$ cat src/rtl/ct_spsram_acc_pkg.sv
// Shared widths, response-queue depth and controller state encoding for the
// 256x7 single-port SRAM access controller.
package ct_spsram_acc_pkg;

  localparam int ADDR_W     = 8;
  localparam int DATA_W     = 7;
  localparam int RSPQ_DEPTH = 2;
  localparam int RSPQ_CNT_W = 2;

  typedef enum logic {
    ST_INIT = 1'b0,
    ST_RUN  = 1'b1
  } state_e;

endpackage

$ cat src/rtl/ct_spsram_acc_rspq.sv
// Two-entry read-response FIFO with valid/ready on both sides; the head entry
// is held stable until it is popped.
module ct_spsram_acc_rspq
  import ct_spsram_acc_pkg::*;
(
  input  logic                  i_clk,
  input  logic                  i_rst,
  input  logic                  i_push_vld,
  output logic                  o_push_rdy,
  input  logic [DATA_W-1:0]     i_push_data,
  output logic                  o_pop_vld,
  input  logic                  i_pop_rdy,
  output logic [DATA_W-1:0]     o_pop_data,
  output logic [RSPQ_CNT_W-1:0] o_count
);

  logic [DATA_W-1:0]     r_mem [RSPQ_DEPTH];
  logic                  r_wr_ptr;
  logic                  r_rd_ptr;
  logic [RSPQ_CNT_W-1:0] r_count;
  logic                  w_push;
  logic                  w_pop;

  assign o_push_rdy = (r_count != RSPQ_CNT_W'(RSPQ_DEPTH));
  assign o_pop_vld  = (r_count != '0);
  assign w_push     = i_push_vld && o_push_rdy;
  assign w_pop      = o_pop_vld && i_pop_rdy;
  assign o_pop_data = r_mem[r_rd_ptr];
  assign o_count    = r_count;

  // NOTE: the storage array is deliberately left out of reset; only the
  // pointers and count decide what is valid, so resetting data buys nothing.
  always_ff @(posedge i_clk) begin
    if (w_push) r_mem[r_wr_ptr] <= i_push_data;
  end

  always_ff @(posedge i_clk) begin
    if (i_rst) begin
      r_wr_ptr <= 1'b0;
      r_rd_ptr <= 1'b0;
      r_count  <= '0;
    end else begin
      if (w_push) r_wr_ptr <= ~r_wr_ptr;
      if (w_pop)  r_rd_ptr <= ~r_rd_ptr;
      case ({w_push, w_pop})
        2'b10:   r_count <= r_count + 2'd1;
        2'b01:   r_count <= r_count - 2'd1;
        default: r_count <= r_count;
      endcase
    end
  end

endmodule

$ cat src/rtl/ct_spsram_256x7_acc.sv
// Access controller for an external 256x7 single-port SRAM macro: optional
// clear sweep after reset, masked writes, and 2-cycle-latency ordered reads.
module ct_spsram_256x7_acc
  import ct_spsram_acc_pkg::*;
#(
  parameter bit                INIT_EN  = 1'b1,
  parameter logic [DATA_W-1:0] INIT_VAL = 7'h00
) (
  input  logic              CLK,
  input  logic              RST,
  input  logic              req_vld,
  output logic              req_rdy,
  input  logic              req_wr,
  input  logic [ADDR_W-1:0] req_addr,
  input  logic [DATA_W-1:0] req_wdata,
  input  logic [DATA_W-1:0] req_wmask,
  output logic              rsp_vld,
  input  logic              rsp_rdy,
  output logic [DATA_W-1:0] rsp_rdata,
  output logic              init_done,
  output logic [ADDR_W-1:0] sram_a,
  output logic              sram_cen,
  output logic              sram_gwen,
  output logic [DATA_W-1:0] sram_wen,
  output logic [DATA_W-1:0] sram_d,
  input  logic [DATA_W-1:0] sram_q
);

  state_e                r_state;
  state_e                w_state_nxt;
  logic [ADDR_W-1:0]     r_sweep_addr;
  logic                  r_init_done;
  logic                  r_rd_pend;
  logic                  w_run;
  logic                  w_accept;
  logic                  w_rd_accept;
  logic                  w_rd_cap;
  logic                  w_q_vld;
  logic                  w_q_space;
  logic                  w_pop;
  logic [RSPQ_CNT_W-1:0] w_q_count;
  logic [RSPQ_CNT_W:0]   w_fill;

  // A pop this cycle frees a slot in time for a read accepted now, which is
  // what lets streaming reads run at one per cycle through a 2-deep queue.
  assign w_fill = {1'b0, w_q_count} + {{RSPQ_CNT_W{1'b0}}, r_rd_pend}
                - {{RSPQ_CNT_W{1'b0}}, w_pop};
  assign w_rd_cap    = (w_fill < (RSPQ_CNT_W+1)'(RSPQ_DEPTH));
  assign w_run       = (r_state == ST_RUN) && !RST;
  assign req_rdy     = w_run && ((req_vld && req_wr) || w_rd_cap);
  assign w_accept    = req_vld && req_rdy;
  assign w_rd_accept = w_accept && !req_wr;
  assign rsp_vld     = w_q_vld && !RST;
  assign w_pop       = rsp_vld && rsp_rdy;
  assign init_done   = INIT_EN ? (r_init_done && !RST) : 1'b1;

  // Outputs are gated by RST so the macro sees no access while reset is held.
  always_comb begin
    w_state_nxt = r_state;
    sram_cen    = 1'b1;
    sram_gwen   = 1'b1;
    sram_wen    = '1;
    sram_a      = req_addr;
    sram_d      = req_wdata;
    if (r_state == ST_INIT && r_sweep_addr == '1) w_state_nxt = ST_RUN;
    if (!RST) begin
      if (r_state == ST_INIT) begin
        sram_cen  = 1'b0;
        sram_gwen = 1'b0;
        sram_wen  = '0;
        sram_a    = r_sweep_addr;
        sram_d    = INIT_VAL;
      end else if (w_accept) begin
        sram_cen  = 1'b0;
        sram_gwen = !req_wr;
        sram_wen  = req_wr ? ~req_wmask : '1;
      end
    end
  end

  always_ff @(posedge CLK) begin
    if (RST) begin
      r_state      <= INIT_EN ? ST_INIT : ST_RUN;
      r_sweep_addr <= '0;
      r_init_done  <= !INIT_EN;
      r_rd_pend    <= 1'b0;
    end else begin
      r_state   <= w_state_nxt;
      r_rd_pend <= w_rd_accept;
      if (r_state == ST_INIT) r_sweep_addr <= r_sweep_addr + 8'd1;
      if (r_state == ST_INIT && w_state_nxt == ST_RUN) r_init_done <= 1'b1;
    end
  end

  ct_spsram_acc_rspq u_rspq (
    .i_clk       (CLK),
    .i_rst       (RST),
    .i_push_vld  (r_rd_pend),
    .o_push_rdy  (w_q_space),
    .i_push_data (sram_q),
    .o_pop_vld   (w_q_vld),
    .i_pop_rdy   (rsp_rdy && !RST),
    .o_pop_data  (rsp_rdata),
    .o_count     (w_q_count)
  );

  a_no_push_overflow: assert property (@(posedge CLK) disable iff (RST)
    r_rd_pend |-> w_q_space);

endmodule

$ cat config.mk
export PLATFORM = sky130hd
export DESIGN_NAME = ct_spsram_256x7_acc
export DESIGN_NICKNAME = d
export VERILOG_FILES = /design/src/rtl/ct_spsram_acc_pkg.sv /design/src/rtl/ct_spsram_acc_rspq.sv /design/src/rtl/ct_spsram_256x7_acc.sv
export SDC_FILE = /design/constraint.sdc
export NUM_CORES = 1
export LEC_CHECK = 0
export CAP_MARGIN = 20
export CORE_AREA = 2 2 67 69
export DETAILED_ROUTE_END_ITERATION = 16
export DIE_AREA = 0 0 69 71
export GPL_TIMING_DRIVEN = 0
export PLACE_DENSITY = 0.73
export SETUP_SLACK_MARGIN = 0.05
export SYNTH_ARGS = -nofsm -noshare
export SYNTH_HDL_FRONTEND = slang
export SYNTH_SLANG_ARGS = --single-unit
$ cat constraint.sdc
create_clock -name CLK -period 2.6 [get_ports CLK]
set_input_delay 0.52 -clock CLK [delete_from_list [all_inputs] [get_ports CLK]]
set_output_delay 0.52 -clock CLK [all_outputs]
set_load 0.005 [all_outputs]
==> impl_metrics.yaml <==
timing:
  rsz0062_at_grt: "true"
  setup_tns_ns: -0.566
  period_minus_slack_ns: 2.90
  max_freq_ghz: 0.345
  layout_setup_ws_ns: -0.296
  slew_headroom_pct: 59.0
  slew_viol_final: 0
  fin_crit_sh_pct: 111
  hold_slack_ns: 0.479
  finalSetupViolCount: 2
  fin_skew_ns: 0.00215
  worst_pin_slew_ns: 0.612
  report.final.hold_viol_count: 0
die:
  pin_count: 68
  die_w_um: 69
  core_area_mm2: 0.00420
  dieArea_mm2: 0.00490
  die_h_um: 71
  initial_core_util_pct: 35.2
  std_cell_rows: 24
synth:
  synth.avg_cell_area_um2: 11.0
  syn_inst: 135
  synth_top_area_share_pct: 28.4
  synth-seq-cells: 30
  yosys_warnings: 0
  ys_seq_area_share_pct: 50.0
  synth_flop_cell: "dfxtp_1"
  ys_async_sr_fraction_pct: 0
  synth_mux_area_share_pct: 13.4
  synth_compound_area_share_pct: 8.78
  synth.top_cells.by_area: "edfxtp_1, dfxtp_1, mux2_2"
  synth_nets: 173
  synth_fa_ha_area_share_pct: 3.89
  netlist_area_mm2: 0.00148
  ys_types: 29
  netlist.top_cell.by_area: "edfxtp_1"
  synth-edff-count: 14
  synthXorXnorAreaFrac_pct: 4.14
  synth-simple-area-share_pct: 16.0
  synth_top_family_by_area: "simple AND/OR/NAND/NOR gates"
setup_path:
  r2r_slack_ns: 0.43
  end_kind: "output port"
  endpoint: "sram_cen"
  reg2reg_depth: 9
  reg2reg_to: "r_rd_pend"
  crit_slowest_cell: "fa_2"
  reg2reg_from: "u_rspq.o_count[1]"
  criticalPathCategory: "in2out"
  cp.required_ns: 2.08
  critPathArrivalTime_ns: 2.38
  cp-startpoint: "RST"
  cp_max_fo: 3
  crit_path_start_kind: "primary input"
  path_cells: "buf_6 -> buf_8 -> o21ba_4 -> and2_4 -> ha_4 -> nand2b_4 -> fa_2 -> nand2_2 -> a221o_1 -> buf_2"
  max_stage_delay_ns: 0.53
layout:
  finalInstanceArea_mm2: 0.00238
  nFillCells: 378
  drive_above_1_share_pct: 20.2
  syn2layout_area_growth_pct: 60.7
  diodes: 0
  fin_nets: 250
  fin_cells: 265
route:
  drc: 0
  via_per_inst: 4.75
  avgRoutedWirePerCell_um: 12.2
  drt_iter0_drc: 64
  vias: 1258
  wirelength_mm: 3.25
  antenna_left: 0
  drtPass1Iterations: 4
global_route:
  antenna_found_initial: 0
  grt_pass1_vias: 1245
  grt_max_degree: 11
  grt_pass1_wl_mm: 5.49
  grt_use_total_pct: 13.8
  overflow: 0
clock_network:
  clock_sinks: 30
  cts_tree: "yes"
  max-clock-path-buffers: 2
  clk_pin_slew_ns: 0.06
  ctsHoldBuffers: 0
  cts_buffers: 5
  clock_latency_ns: 0.28
  cts_root_buf: "clkbuf_8"
  htree_levels: 2
run:
  cap_violations: 0
placed_design:
  dpl.hpwl_mm: 2.40
  place_ws_ns: -1.12
  io_buffers: 67
  dp.cells: 254
  place_congestion: 0.723
  postPlaceCellArea_mm2: 0.00226
power_and_ir_drop:
  powerDensity_mw_per_mm2: 417
  max-vdd-ir-drop_mv: 0.192
  power_leakage_nw: 0.872
status:
  violations: "negative setup slack"
  status: "finished, violations left"
worst_hold_path:
  hold_path.class: "reg2reg"
## registers in the layout, summed over array words and instances (netlist names), named ones only
signal	cells
u_rspq.r_rd_ptr	1
u_rspq.o_count	2
r_state	1
r_sweep_addr	8
r_rd_pend	1
u_rspq.r_mem	14
u_rspq.r_wr_ptr	1
r_init_done	1
## Yosys cell counts (all sizes together) (2+ instances only)
master / instances
ha: 3
nor2b: 11
xor2: 4
edfxtp: 14
clkbuf: 3
a21oi: 6
nand4b: 3
buf: 4
nor2: 8
xnor2: 3
mux2: 15
and2: 2
o21ba: 2
a21o: 2
mux2i: 3
inv: 5
nand2b: 4
nand2: 5
or3: 3
o21ai: 11
nand3: 2
dfxtp: 16
## critical path: cells and delay by family
kind	cells	cell delay [ns]
simple gates	3	0.32
compound gates	2	0.49
fa+ha+maj	2	0.71
buf+inv	3	0.33
## stage by stage
stage / utilization [%] / total power [mW]
2_1_floorplan: - / 0.554
3_3_place_gp: 53.7 / 0.655
5_1_grt: 56.6 / 1.04
3_5_place_dp: 53.7 / 0.655
4_1_cts: 56.3 / 1.00
6_report: 56.6 / 0.993
## kinds of logic (layout without fill, tap and decap cells)
| logic type | Yosys count | in the layout |
|---|---|---|
| AOI/OAI and AO/OA | 22 | 22 |
| xor gates and xnor gates | 7 | 7 |
| adders and majority gates | 4 | 4 |
| buffers and inverters | 12 | 90 |
| DFF | 30 | 30 |
| muxes | 18 | 18 |
| and+or+nand+nor | 42 | 42 |
## how the worst min path moves through the flow
stage,cells after the start,endpoint,slack [ns],startpoint
6_report,1,register,0.48,u_rspq.r_rd_ptr
4_1_cts,1,register,0.47,u_rspq.r_rd_ptr
3_5_place_dp,1,u_rspq.r_rd_ptr,0.47,u_rspq.r_rd_ptr
2_1_floorplan,1,register,0.44,u_rspq.r_rd_ptr
3_3_place_gp,1,u_rspq.r_rd_ptr,0.45,u_rspq.r_rd_ptr
5_1_grt,1,register,0.52,u_rspq.r_rd_ptr
## what timing repair did
action	CTS	global route
setup endpoints to repair	24	14
gates resized for setup	18	3
buffers inserted	3	0
cloned	0	0
pin swaps	6	1
## power breakdown
| part | switching (mW) | internal [mW] |
|---|---|---|
| Clock | 0.162 | 0.183 |
| Combinational | 0.0422 | 0.102 |
| Sequential | 0.00573 | 0.497 |
## placed cells by master, fill, tap and decap left out, types with 4 or more instances in the layout
cell type        synthesis  final
a21oi_1                  6      4
buf_4                    2      4
clkbuf_1                 3      4
clkbuf_8                 0      5
clkdlybuf4s50_1          0     63
dfxtp_1                 16     15
edfxtp_1                14     14
inv_1                    5      5
mux2_2                  15     15
nor2_1                   8      8
nor2b_1                 11     11
o21ai_0                 11     11
xor2_1                   4      4
## cell type report
cell class / count / area, µm² / share of cell area, %
multi-input cells: 93 / 744 / 31.3
flip-flops and latches: 30 / 742 / 31.2
repair buffers: 70 / 683 / 28.7
clock buffers: 6 / 72.6 / 3.05
well taps: 52 / 65.1 / 2.73
plain buffers: 7 / 46.3 / 1.94
inverters: 5 / 18.8 / 0.788
clock inverters: 2 / 8.76 / 0.368
## routing by layer
layer	track usage [%]	part of all wire [%]	vias up
li1	-	-	631
met5	0	0	-
met1	16.8	43	572
met2	22.6	48	50
met3	5.41	8.1	5
met4	4.58	1.3	0
Power figures use the tool's default switching activity.
